`src/rtl/count_enable_ctrl.sv`:
```
// rtl/count_enable_ctrl.sv - run/stop/single-step cnt_en pulse generator with prescaler and pulse tally
module count_enable_ctrl #(
  parameter int DIV   = 4,
  parameter int PRE_W = 8
) (
  input  logic       clock,
  input  logic       clear,
  input  logic       start,
  input  logic       stop,
  input  logic       step,
  output logic       cnt_en,
  output logic       running,
  output logic [7:0] pulse_count
);

  localparam logic [0:0] IDLE = 1'b0;
  localparam logic [0:0] RUN  = 1'b1;

  // Terminal prescaler value; DIV=2^PRE_W still fits because only DIV-1 is stored.
  localparam logic [PRE_W-1:0] DIV_M1 = PRE_W'(DIV - 1);

  logic [0:0]       state_q, state_d;
  logic [PRE_W-1:0] pre_q, pre_d;
  logic             cnt_en_q, cnt_en_d;
  logic             running_q, running_d;
  logic [7:0]       pulse_count_q, pulse_count_d;

  // Next-state logic: stop beats start/step everywhere; start/step are ignored in RUN.
  always_comb begin
    state_d       = state_q;
    pre_d         = pre_q;
    cnt_en_d      = 1'b0;
    pulse_count_d = pulse_count_q;
    case (state_q)
      IDLE: begin
        if (stop) begin
          state_d = IDLE;
        end else if (start) begin
          state_d = RUN;
          pre_d   = '0;
        end else if (step) begin
          cnt_en_d = 1'b1;
        end
      end
      RUN: begin
        if (stop) begin
          state_d = IDLE;
          pre_d   = '0;
        end else if (pre_q == DIV_M1) begin
          pre_d    = '0;
          cnt_en_d = 1'b1;
        end else begin
          pre_d = pre_q + PRE_W'(1);
        end
      end
      default: begin
        state_d = IDLE;
        pre_d   = '0;
      end
    endcase
    running_d = (state_d == RUN);
    // Tally saturates at 255 so a long run never aliases back to a small count.
    if (cnt_en_d && (pulse_count_q != 8'hFF)) begin
      pulse_count_d = pulse_count_q + 8'd1;
    end
  end

  // State registers with synchronous clear dominating all requests.
  always_ff @(posedge clock) begin
    if (clear) begin
      state_q       <= IDLE;
      pre_q         <= '0;
      cnt_en_q      <= 1'b0;
      running_q     <= 1'b0;
      pulse_count_q <= 8'd0;
    end else begin
      state_q       <= state_d;
      pre_q         <= pre_d;
      cnt_en_q      <= cnt_en_d;
      running_q     <= running_d;
      pulse_count_q <= pulse_count_d;
    end
  end

  assign cnt_en      = cnt_en_q;
  assign running     = running_q;
  assign pulse_count = pulse_count_q;

endmodule

```
`config.mk`:
```
export PLATFORM = sky130hd
export DESIGN_NAME = count_enable_ctrl
export DESIGN_NICKNAME = d
export VERILOG_FILES = /design/src/rtl/count_enable_ctrl.sv
export SDC_FILE = /design/constraint.sdc
export NUM_CORES = 1
export LEC_CHECK = 0
export CORE_ASPECT_RATIO = 0.7
export CORE_MARGIN = 2
export CORE_UTILIZATION = 41
export DETAILED_ROUTE_END_ITERATION = 12
export HOLD_SLACK_MARGIN = 0.08
export PLACE_DENSITY = 0.71
export SYNTH_ARGS = -nofsm -noshare
export SYNTH_HDL_FRONTEND = slang
export SYNTH_SLANG_ARGS = --single-unit
```
`constraint.sdc`:
```
create_clock -name clock -period 2.2 [get_ports clock]
set_clock_uncertainty 0.15 [all_clocks]
set_input_delay 0.33 -clock clock [delete_from_list [all_inputs] [get_ports clock]]
set_output_delay 0.33 -clock clock [all_outputs]
set_load 0.005 [all_outputs]
```
After elaboration in Yosys (flattened, before gate mapping). Cells that the tools add are included.

Input port bits: 5. Word-level logic and storage cells: 28. Flip-flop bits (word level): 18. Output and inout bits: 10.

Add/sub/neg operators: 2. Bitwise operators: 1. Mux-type cells: 15. Reductions and logical operators: 2. Eq/ne operators: 4.

Operators by type and width (count): $mux W8 (4); $add A8 B1 Y8 const B (2); $pmux W8 S2 (1); $eq A8 B2 Y1 const B (1); $mux W1 (8); $ne A8 B8 Y1 const B (1); $ne A2 B2 Y1 const B (2); $pmux W1 S2 (2); $reduce_and A2 Y1 (1); $logic_and A1 B1 Y1 (1); $not A1 Y1 (1).

Depth between registers and ports, before layout.
Word-level depth: 5. Mapped depth: 6. Gate-level depth less buffers: 5.

Worst setup path before layout. Ideal clock, no wire load.

Kind: register -> register. From: reg pre_q[0]. To: reg pulse_count_q[5] (netlist: pulse_count[5]). Path buffers: 0. Stages on the path, launching flop included: 6. Arrival: 1530 ps. Path slack: 400 ps. Setup time: 121 ps. Data required time: 1929 ps. Period minus slack after synthesis: 1800 ps. Path through: dfxtp_1 -> ha_1 -> nor4b_4 -> a31oi_2 -> nor4_1 -> mux2_2.

Word-level cells in the longest chain between the ends: 5.

Ends and longest elaborated chain: start, declared (RTL line 23) `logic [PRE_W-1:0] pre_q, pre_d;`; start signal, assigned (RTL line 78) `pre_q <= pre_d;`; $eq A8 B2 Y1 (RTL line 49) `end else if (pre_q == DIV_M1) begin`; $mux W1 (RTL line 49); $mux W1 (RTL line 46) `if (stop) begin`; $pmux W1 S2 (RTL line 34) `case (state_q)`; $logic_and A1 B1 Y1 (RTL line 63) `if (cnt_en_d && (pulse_count_q != 8'hFF)) begin`; end signal, assigned (RTL line 81) `pulse_count_q <= pulse_count_d;`; end, declared (RTL line 26) `logic [7:0] pulse_count_q, pulse_count_d;`.

No other way between the ends. A chain may end at the register's enable or synchronous reset.

Worst setup path in the final report.
From: reg pre_q[1]. To: reg pulse_count_q[5] (netlist: pulse_count[5]).

The elaborated chain is that of the path after synthesis.

==> flow_summary.ini <==
[cells_and_area]
layout-drive-gt1-share = 0.0992
syn2layout_area_growth_pct = 26.3
antenna_cells = 0
fin_area_um2 = 1120
fill_cells = 201
stdcell_count = 145
nets = 130

[setup_path]
reg2reg_depth = 5
worstPathMaxFanout = 7
regToRegSetupSlack_ps = 200
r2r-end = pulse_count[5]
start_kind = register
crit_path_end_kind = register
rr_startpoint = pre_q[1]
cp_data_required_time_ps = 2230
arrival_ps = 2030
crit_type = reg2reg

[cts]
h-tree-depth = 1
numCtsBuffers = 3
clk_pin_slew_worst_paths_ps = 110
postCtsSetupBuffers = 0
worstSkewPairLatency_ps = 290
root_buffer = clkbuf_4
clockBufferDepth = 2
cts_tree = built
cts_hold_buf = 0
clock_sinks = 18
postCtsResizedCells = 0

[global_route]
grtUsageTotal = 0.161
grt_pass1_wl_mm = 3.12
grt_pass1_vias = 709
grt-ovfl-total = 0
grt_max_degree = 13
antenna_found_initial = 0

[synth]
syn_inst = 100
ys.warnings.count = 0
avgSynthCellArea_um2 = 8.83
seq_area_frac_synth = 0.408
synth_seq_cells = 18
synth_area_um2 = 883
syn-num-nets = 108
synth.distinct_cells = 33

[power_and_ir_drop]
cellLeakagePower_nw = 0.398
pwr_density_cell_nw_per_um2 = 517
p_total_mw = 0.577
ir_drop_mv = 0.270

[detailed_routing]
vias = 820
drtAntennaViolNets = 0
drc_errors = 0
wire_per_inst_um = 13.3
routed_wirelength_mm = 1.93
drt_first_pass_iters = 4
dr.first_iter.drc_count = 28
viasPerCell = 5.66

[timing]
hold_violations = 0
period_needed_ps = 2000
finalWorstSetupSlack_ps = 202
finalCritPeriodShare = 0.908
slew_viol_final = 0
rsz0062_at_grt = no
maxSlewHeadroom = 0.673
worst_pin_slew_ps = 488
finalSetupViolCount = 0
fmax_mhz = 501

[flow_run]
max_cap_viol_count = 0

[worst_hold_path]
hold_end = pre_q[7]
hp-start = pre_q[7]
hold_path_class = reg2reg
whs_path_depth = 2

[die]
die-area_um2 = 2550
pin_count = 15
start_util = 0.424
rows = 14
die_x_um = 59.5
die_y_um = 42.8
core_area_um2 = 2080

[placement]
portBuffers = 14
gp_congestion = 0.857
placed_cells = 141
hpwl_mm = 1.42
placed_area_um2 = 1080
place_ws_ps = -71.0

[status]
status = finished clean
[worst max-delay path, stage by stage, from the launching register on]
cell     delay, ps
dfxtp_1        400
ha_1           200
nor4b_4        230
a31oi_2        200
nor4_1         350
mux2_2         370
[cell families after synthesis]
family / share of synthesized area
mux: 0.0354
fa+ha+maj: 0.0425
compound gates: 0.178
flops: 0.408
xor+xnor: 0.0298
buf+inv: 0.0212
simple gates: 0.285
[synthesized netlist by cell type (all sizes together)]
| library cell | n | share of area |
|---|---|---|
| a21boi | 1 | 0.0085 |
| a21oi | 8 | 0.045 |
| a22oi | 1 | 0.0085 |
| a31oi | 2 | 0.021 |
| and2 | 2 | 0.014 |
| and2b | 1 | 0.0085 |
| and3 | 2 | 0.014 |
| buf | 1 | 0.0085 |
| clkbuf | 1 | 0.0042 |
| dfxtp | 18 | 0.41 |
| ha | 3 | 0.042 |
| inv | 2 | 0.0085 |
| mux2 | 1 | 0.013 |
| mux2i | 2 | 0.023 |
| nand2 | 6 | 0.025 |
| nand3 | 3 | 0.017 |
| nand4 | 2 | 0.014 |
| nor2 | 12 | 0.051 |
| nor2b | 2 | 0.014 |
| nor3 | 3 | 0.017 |
| nor4 | 1 | 0.0071 |
| nor4b | 2 | 0.037 |
| o211a | 1 | 0.011 |
| o211ai | 1 | 0.0085 |
| o21ai | 7 | 0.040 |
| o31ai | 3 | 0.025 |
| o41ai | 1 | 0.0099 |
| or3 | 4 | 0.028 |
| or4 | 3 | 0.025 |
| or4b | 1 | 0.011 |
| xor2 | 3 | 0.030 |
[cell type report]
class                      count  area, um^2  share of cell area
timing repair buffer          19         178               0.159
multi-input combinational     78         504               0.452
clock buffer                   4        36.3              0.0325
inverter                       2        7.51             0.00673
sequential                    18         360               0.323
tap                           24        30.0              0.0269
[placed cells by master (no fill, tap or decap)]
cell type	synthesis	routed
o21ai_0	7	7
and2b_1	1	1
nor4b_4	1	1
or3_1	4	4
a31oi_1	1	1
o41ai_1	1	1
dfxtp_1	18	18
or4_1	3	3
nor4_1	1	1
nand4_1	2	2
inv_1	2	2
nor2_1	12	12
a21boi_0	1	1
and2_1	2	2
nor3_1	3	3
ha_1	3	3
nor2b_1	2	2
a21oi_1	8	8
xor2_1	3	3
and3_1	2	2
mux2i_1	2	2
clkbuf_8	0	1
a22oi_1	1	1
or4b_1	1	1
nand3_1	3	3
o211ai_1	1	1
nand2_1	6	6
o211a_1	1	1
o31ai_1	3	3
nor4b_1	1	1
clkdlybuf4s50_1	0	14
buf_4	1	5
clkbuf_4	0	3
mux2_2	1	1
a31oi_2	1	1
[power breakdown]
group | internal (mW) | total [mW] | switching, mW
Clock | 0.101 | 0.202 | 0.101
Sequential | 0.329 | 0.333 | 0.00394
Combinational | 0.0220 | 0.0430 | 0.0210
Total | 0.452 | 0.577 | 0.126
[routing by layer]
layer / GRT usage / wire length, um / vias to the layer above
met5: 0 / 0 / -
met4: 0.0409 / 23 / 0
met3: 0.0457 / 103 / 2
met2: 0.240 / 820 / 25
met1: 0.228 / 978 / 382
li1: - / - / 411
[flip-flops by register name, indices dropped and copies added, names as in the netlist]
signal / count
cnt_en: 1
pre_q: 8
running: 1
pulse_count: 8
[through the flow]
stage | TNS [ps] | util | hold slack, ps
floorplan | 0 | - | 259
global placement | -9.49 | 0.518 | 317
detailed placement | -89.5 | 0.518 | 332
CTS | 0 | 0.535 | 349
global route | 0 | 0.535 | 387
finish | 0 | 0.535 | 350
[how the worst max path moves through the flow]
stage	cells after the start	from	slack [ps]	end
final	5	pre_q[1]	200	pulse_count[5]
after CTS	5	pre_q[1]	190	pulse_count[5]
after global placement	5	stop	-9	pulse_count[5]
after detailed placement	5	stop	-70	pulse_count[5]
after floorplan	5	pre_q[0]	400	pulse_count[5]
after global routing	5	pre_q[0]	20	pulse_count[5]
Power figures use the tool's default switching activity.
